==> src/rtl/shift_seq_ctrl.sv <==
`default_nettype none
// ============================================================================
//  Module      : shift_seq_ctrl
//  Description : Multi-cycle shift sequencer. Loads an operand on an accepted
//                start, applies one left-shift step per clock for the captured
//                number of positions, then reports the result and the last bit
//                shifted out of the MSB.
//                Optional build macro SHIFT_SEQ_ROTATE_EN adds the 'rot' input,
//                which selects rotate-left instead of zero-fill per operation.
//  Revision    : 1.0 - initial release
// ============================================================================
module shift_seq_ctrl #(
    parameter int WIDTH = 4,
    parameter int AMT_W = 3
) (
    input  logic             clk,
    input  logic             rst,
    input  logic             start,
    input  logic [WIDTH-1:0] a,
    input  logic [AMT_W-1:0] amt,
`ifdef SHIFT_SEQ_ROTATE_EN
    input  logic             rot,
`endif
    output logic             busy,
    output logic             done,
    output logic [WIDTH-1:0] result,
    output logic             cout
);

    typedef enum logic [1:0] {
        ST_IDLE  = 2'd0,
        ST_SHIFT = 2'd1,
        ST_DONE  = 2'd2
    } state_t;

    state_t           state_q, state_d;
    logic [WIDTH-1:0] reg_q,   reg_d;
    logic [AMT_W-1:0] cnt_q,   cnt_d;
    logic             cout_q,  cout_d;
    logic             fill_w;

`ifdef SHIFT_SEQ_ROTATE_EN
    logic             rot_q,   rot_d;

    // Bit entering the LSB: the departing MSB when rotating, else zero.
    assign fill_w = rot_q & reg_q[WIDTH-1];
`else
    assign fill_w = 1'b0;
`endif

    // State and datapath registers; reset dominates every other event.
    always_ff @(posedge clk) begin
        if (rst) begin
            state_q <= ST_IDLE;
            reg_q   <= '0;
            cnt_q   <= '0;
            cout_q  <= 1'b0;
`ifdef SHIFT_SEQ_ROTATE_EN
            rot_q   <= 1'b0;
`endif
        end else begin
            state_q <= state_d;
            reg_q   <= reg_d;
            cnt_q   <= cnt_d;
            cout_q  <= cout_d;
`ifdef SHIFT_SEQ_ROTATE_EN
            rot_q   <= rot_d;
`endif
        end
    end

    // Next-state and datapath update: accept start only in IDLE/DONE, one
    // shift step per cycle in SHIFT, leave when the final step is taken.
    always_comb begin
        state_d = state_q;
        reg_d   = reg_q;
        cnt_d   = cnt_q;
        cout_d  = cout_q;
`ifdef SHIFT_SEQ_ROTATE_EN
        rot_d   = rot_q;
`endif
        case (state_q)
            ST_IDLE, ST_DONE: begin
                if (start) begin
                    reg_d   = a;
                    cnt_d   = amt;
                    cout_d  = 1'b0;
`ifdef SHIFT_SEQ_ROTATE_EN
                    rot_d   = rot;
`endif
                    state_d = (amt != '0) ? ST_SHIFT : ST_DONE;
                end
            end
            ST_SHIFT: begin
                cout_d = reg_q[WIDTH-1];
                reg_d  = {reg_q[WIDTH-2:0], fill_w};
                cnt_d  = cnt_q - AMT_W'(1);
                if (cnt_q == AMT_W'(1)) begin
                    state_d = ST_DONE;
                end
            end
            default: begin
                state_d = ST_IDLE;
            end
        endcase
    end

    // Outputs decode purely from registered state.
    assign busy   = (state_q == ST_SHIFT);
    assign done   = (state_q == ST_DONE);
    assign result = reg_q;
    assign cout   = cout_q;

endmodule
`default_nettype wire

==> config.mk <==
export PLATFORM = sky130hd
export DESIGN_NAME = shift_seq_ctrl
export DESIGN_NICKNAME = d
export VERILOG_FILES = /design/src/rtl/shift_seq_ctrl.sv
export SDC_FILE = /design/constraint.sdc
export NUM_CORES = 1
export LEC_CHECK = 0
export ABC_AREA = 1
export CORE_MARGIN = 4
export CORE_UTILIZATION = 35
export CTS_CLUSTER_SIZE = 30
export DETAILED_ROUTE_END_ITERATION = 8
export PLACE_DENSITY = 0.64
export SLEW_MARGIN = 0
export SYNTH_ARGS = -nofsm -noshare
export SYNTH_HDL_FRONTEND = slang
export SYNTH_SLANG_ARGS = --single-unit
==> constraint.sdc <==
create_clock -name clk -period 2 [get_ports clk]
set_clock_uncertainty 0.2 [all_clocks]
set_input_delay 0.5 -clock clk [delete_from_list [all_inputs] [get_ports clk]]
set_output_delay 0.5 -clock clk [all_outputs]
set_load 0.1 [all_outputs]
==> summary.md <==
| Metric | Value |
|---|---|
| Run status | finished clean |
| Grt met1 use | between 10% and 20% |
| Sw Share | 38.4% |
| Achievable clock frequency | between 500 and 600 MHz |
| R2R Setup Slk | between 0.5 and 0.6 ns |
| Cell Pwr Density | between 800 and 900 nW/um^2 |
| Nets | approximately 110 |
| DIE AREA | approximately 2100 um^2 |
| Worst-Margin Slew | around 0.23 ns |
| Setup bufs post-CTS | 0 |
| Vias after detailed routing | 523 |
| CP arrival | around 1.1 ns |
| Area share of the largest cell type after synthesis | 39.2% |
| RSZ-0062 raised after global routing | false |
| Top cells by instance count after synthesis | sky130_fd_sc_hd__nand2_1 (14), sky130_fd_sc_hd__inv_1 (13), sky130_fd_sc_hd__dfxtp_1 (10), sky130_fd_sc_hd__o21ai_0 (10) |
| Core area | between 1000 and 1500 um^2 |
| Number of placement rows | 13 |
| Yosys warning count | 0 |
| Total routing resource utilization after global routing | between 10 and 15% |
| Number of H-tree levels | 1 |
| Number of antenna diodes | 0 |
| Busiest layer in global routing | met2 |
| Final wirelength | approximately 1.2 mm |
| Multi-input gate area | about 250 um^2 |
| Synthesized cell area | about 500 um^2 |
| Starting density of the core | around two fifths |
| P_leak | around 0.00037 uW |
| Antenna-violating nets left | 0 |
| Detail Placement HPWL | around 930 um |
| Detailed Routing Iterations Pass 1 | 4 |
| Internal power summed over all cells | 432 uW |
| Number of flops mapped to enable cells by yosys | 0 |
| FF/Latch Area | between 200 and 250 um^2 |
| Fill count | 137 |
| Most frequent cell after synthesis | sky130_fd_sc_hd__nand2_1 |
| Clk pwr share | ~27% |
| Pins over their slew limit | 0 |
| Io pins | 17 |
| Most area-hungry cell type in the Yosys netlist | sky130_fd_sc_hd__dfxtp_1 |
| Mean instance size in the synthesized netlist | about 6.8 um^2 |
| Library cell used as clock root buffer | sky130_fd_sc_hd__clkbuf_4 |
| GRT met3 Usage | between 5 and 6% |
| Setup TNS | 0 ns |
| Placed Instances | around 110 |
| Total net switching power | ~270 uW |
| CTS Sinks | 10 |
| Relative slew slack | a little over four fifths |
| Die H | 46.2 um |
| Via count of the first global-routing pass | 506 |
| Number of non-filler instances in the completed layout | between 100 and 150 |
| Maximum number of pins on one net before global-route repair | 12 |
| Category of the worst setup path launch point | flip-flop |
| Nets in the synthesized netlist | 87 |
| Crit-path max FO | 4 |
| Detailed-route vias per instance | 4.75 |
| Clk buf depth | 2 |
| IO Port Bufs | 16 |
| Antenna violations before repair | 0 |
| Met2 Resource Use GR | between 20% and 30% |
| Dominant cells by area after synthesis | sky130_fd_sc_hd__dfxtp_1 (39%), sky130_fd_sc_hd__nand2_1 (10%), sky130_fd_sc_hd__o21ai_0 (9.8%) |
| Max-cap violations | 0 |
| Final RePlAce weighted congestion | 0.762 |
| Hold buffer count at CTS | 0 |
| DRC violation count after routing | 0 |
| Wire length of the first global-routing pass | about 2.1 mm |
| Tot Pwr | between 700 and 800 uW |
| Area growth, synth to finish | 56.1% |
| CTS tree | done |
| Detail-routed net length per standard cell | about 11 um |
| Portion of total power attributed to combinational logic | about two fifths |
| Hold Path Origin | cout |
| Proportion of synthesized chip area in sequential cells | 39.2% |
| Clock transition at the registers of the reported paths | approximately 0.070 ns |
| Chip width | between 40 and 50 um |
| Sequential Power Share | between 30% and 40% |
| Number of DRC violations after detailed-routing iteration 0 | 4 |
| Worst Setup Path Type | flip-flop to primary output |
| Required time at the endpoint of the critical path | about 1.3 ns |
| Setup crit end kind | primary output |
| Fraction of registers with async set/reset | 0% |
| Final Hold Viols | 0 |
| Post-layout min period | approximately 1.8 ns |
| Insertion delay of the later-clocked pin in the worst-skew pair | 0.27 ns |
| Max IR drop VDD | around 0.39 mV |
| Number of resized instances in the post-cts repair step | 0 |
| Layout cell share with drive strength beyond 1 | 20.0% |
| Startpoint of the worst setup timing path | state_q[0] |
| Part of the cycle the worst path needs | around nine tenths |
| Class of the tightest hold or removal check | flip-flop to flip-flop |
| Grt total ovfl | 0 |
| Post-synth top flop | sky130_fd_sc_hd__dfxtp_1 |
| CTS Buf Count | 3 |
| Number of distinct standard cells referenced by the synthesized netlist | 13 |
| Critical register-to-register path startpoint | cnt_q[0] |
| Setup-failing EPs final | 0 |
| Yosys reg bits | 10 |
| Gate Count Post-Synth | 75 |
[critical path, cell delays in order (launching register included)]
cell                      delay, ns
sky130_fd_sc_hd__dfxtp_1       0.39
sky130_fd_sc_hd__inv_2         0.08
sky130_fd_sc_hd__nor2_2        0.15
sky130_fd_sc_hd__buf_12        0.19
[kinds of logic after synthesis]
logic type	synth area share, %
and+or+nand+nor	25.7
DFF	39.2
adders and majority gates	4.90
AOI/OAI and AO/OA	17.6
buffers and inverters	12.5
[through the flow]
step           worst slack, ns  utilization (%)  hold slack (ns)  cell area (um^2)
2_1_floorplan           0.0116                -            0.301               515
3_3_place_gp             0.206             57.0            0.316               761
3_5_place_dp             0.164             57.0            0.315               761
4_1_cts                  0.199             59.8            0.332               797
5_1_grt                  0.134             59.8            0.373               797
6_report                 0.214             59.8            0.325               797
[path summary, 6_finish.rpt]
kind,endpoint,depth (start not counted)
max,busy,3
min,cout,2
max reg2reg,cnt_q[2],7
min reg2reg,cout,2
[state kept, by name, indices dropped and copies added, names as in the netlist]
name	flops
state_q	2
cout	1
result	4
cnt_q	3
[routing by layer]
| metal | share of wire, % | wire length [um] |
|---|---|---|
| met4 | 1.2 | 14 |
| met2 | 47 | 570 |
| met3 | 6.6 | 80 |
| met1 | 45 | 541 |
| met5 | 0 | 0 |
[area by class of cell]
cell class | instances | share of cell area (%)
clock buffers | 4 | 4.55
inverters | 14 | 6.59
well taps | 15 | 2.35
multi-input cells | 50 | 31.6
repair buffers | 17 | 29.8
flip-flops and latches | 10 | 25.1
[layout by cell type (no fill, tap or decap)]
master                            instances
sky130_fd_sc_hd__a21oi_1                  7
sky130_fd_sc_hd__buf_12                   7
sky130_fd_sc_hd__buf_4                    1
sky130_fd_sc_hd__clkbuf_4                 3
sky130_fd_sc_hd__clkbuf_8                 1
sky130_fd_sc_hd__clkdlybuf4s50_1          9
sky130_fd_sc_hd__dfxtp_1                 10
sky130_fd_sc_hd__ha_1                     2
sky130_fd_sc_hd__inv_1                   13
sky130_fd_sc_hd__inv_2                    1
sky130_fd_sc_hd__nand2_1                 14
sky130_fd_sc_hd__nand2_2                  3
sky130_fd_sc_hd__nand3_1                  7
sky130_fd_sc_hd__nor2_1                   3
sky130_fd_sc_hd__nor2_2                   2
sky130_fd_sc_hd__o21ai_0                 10
sky130_fd_sc_hd__o21ai_1                  1
sky130_fd_sc_hd__or2_2                    1
[power by group through the flow]
stage	Clock, uW	Sequential (uW)	Combinational, uW
floorplan	0	307	111
CTS	198	242	270
global route	214	245	290
finish	192	242	268
detailed placement	0	246	269
global placement	0	247	267
No activity file was read; power rests on OpenSTA's default activity.
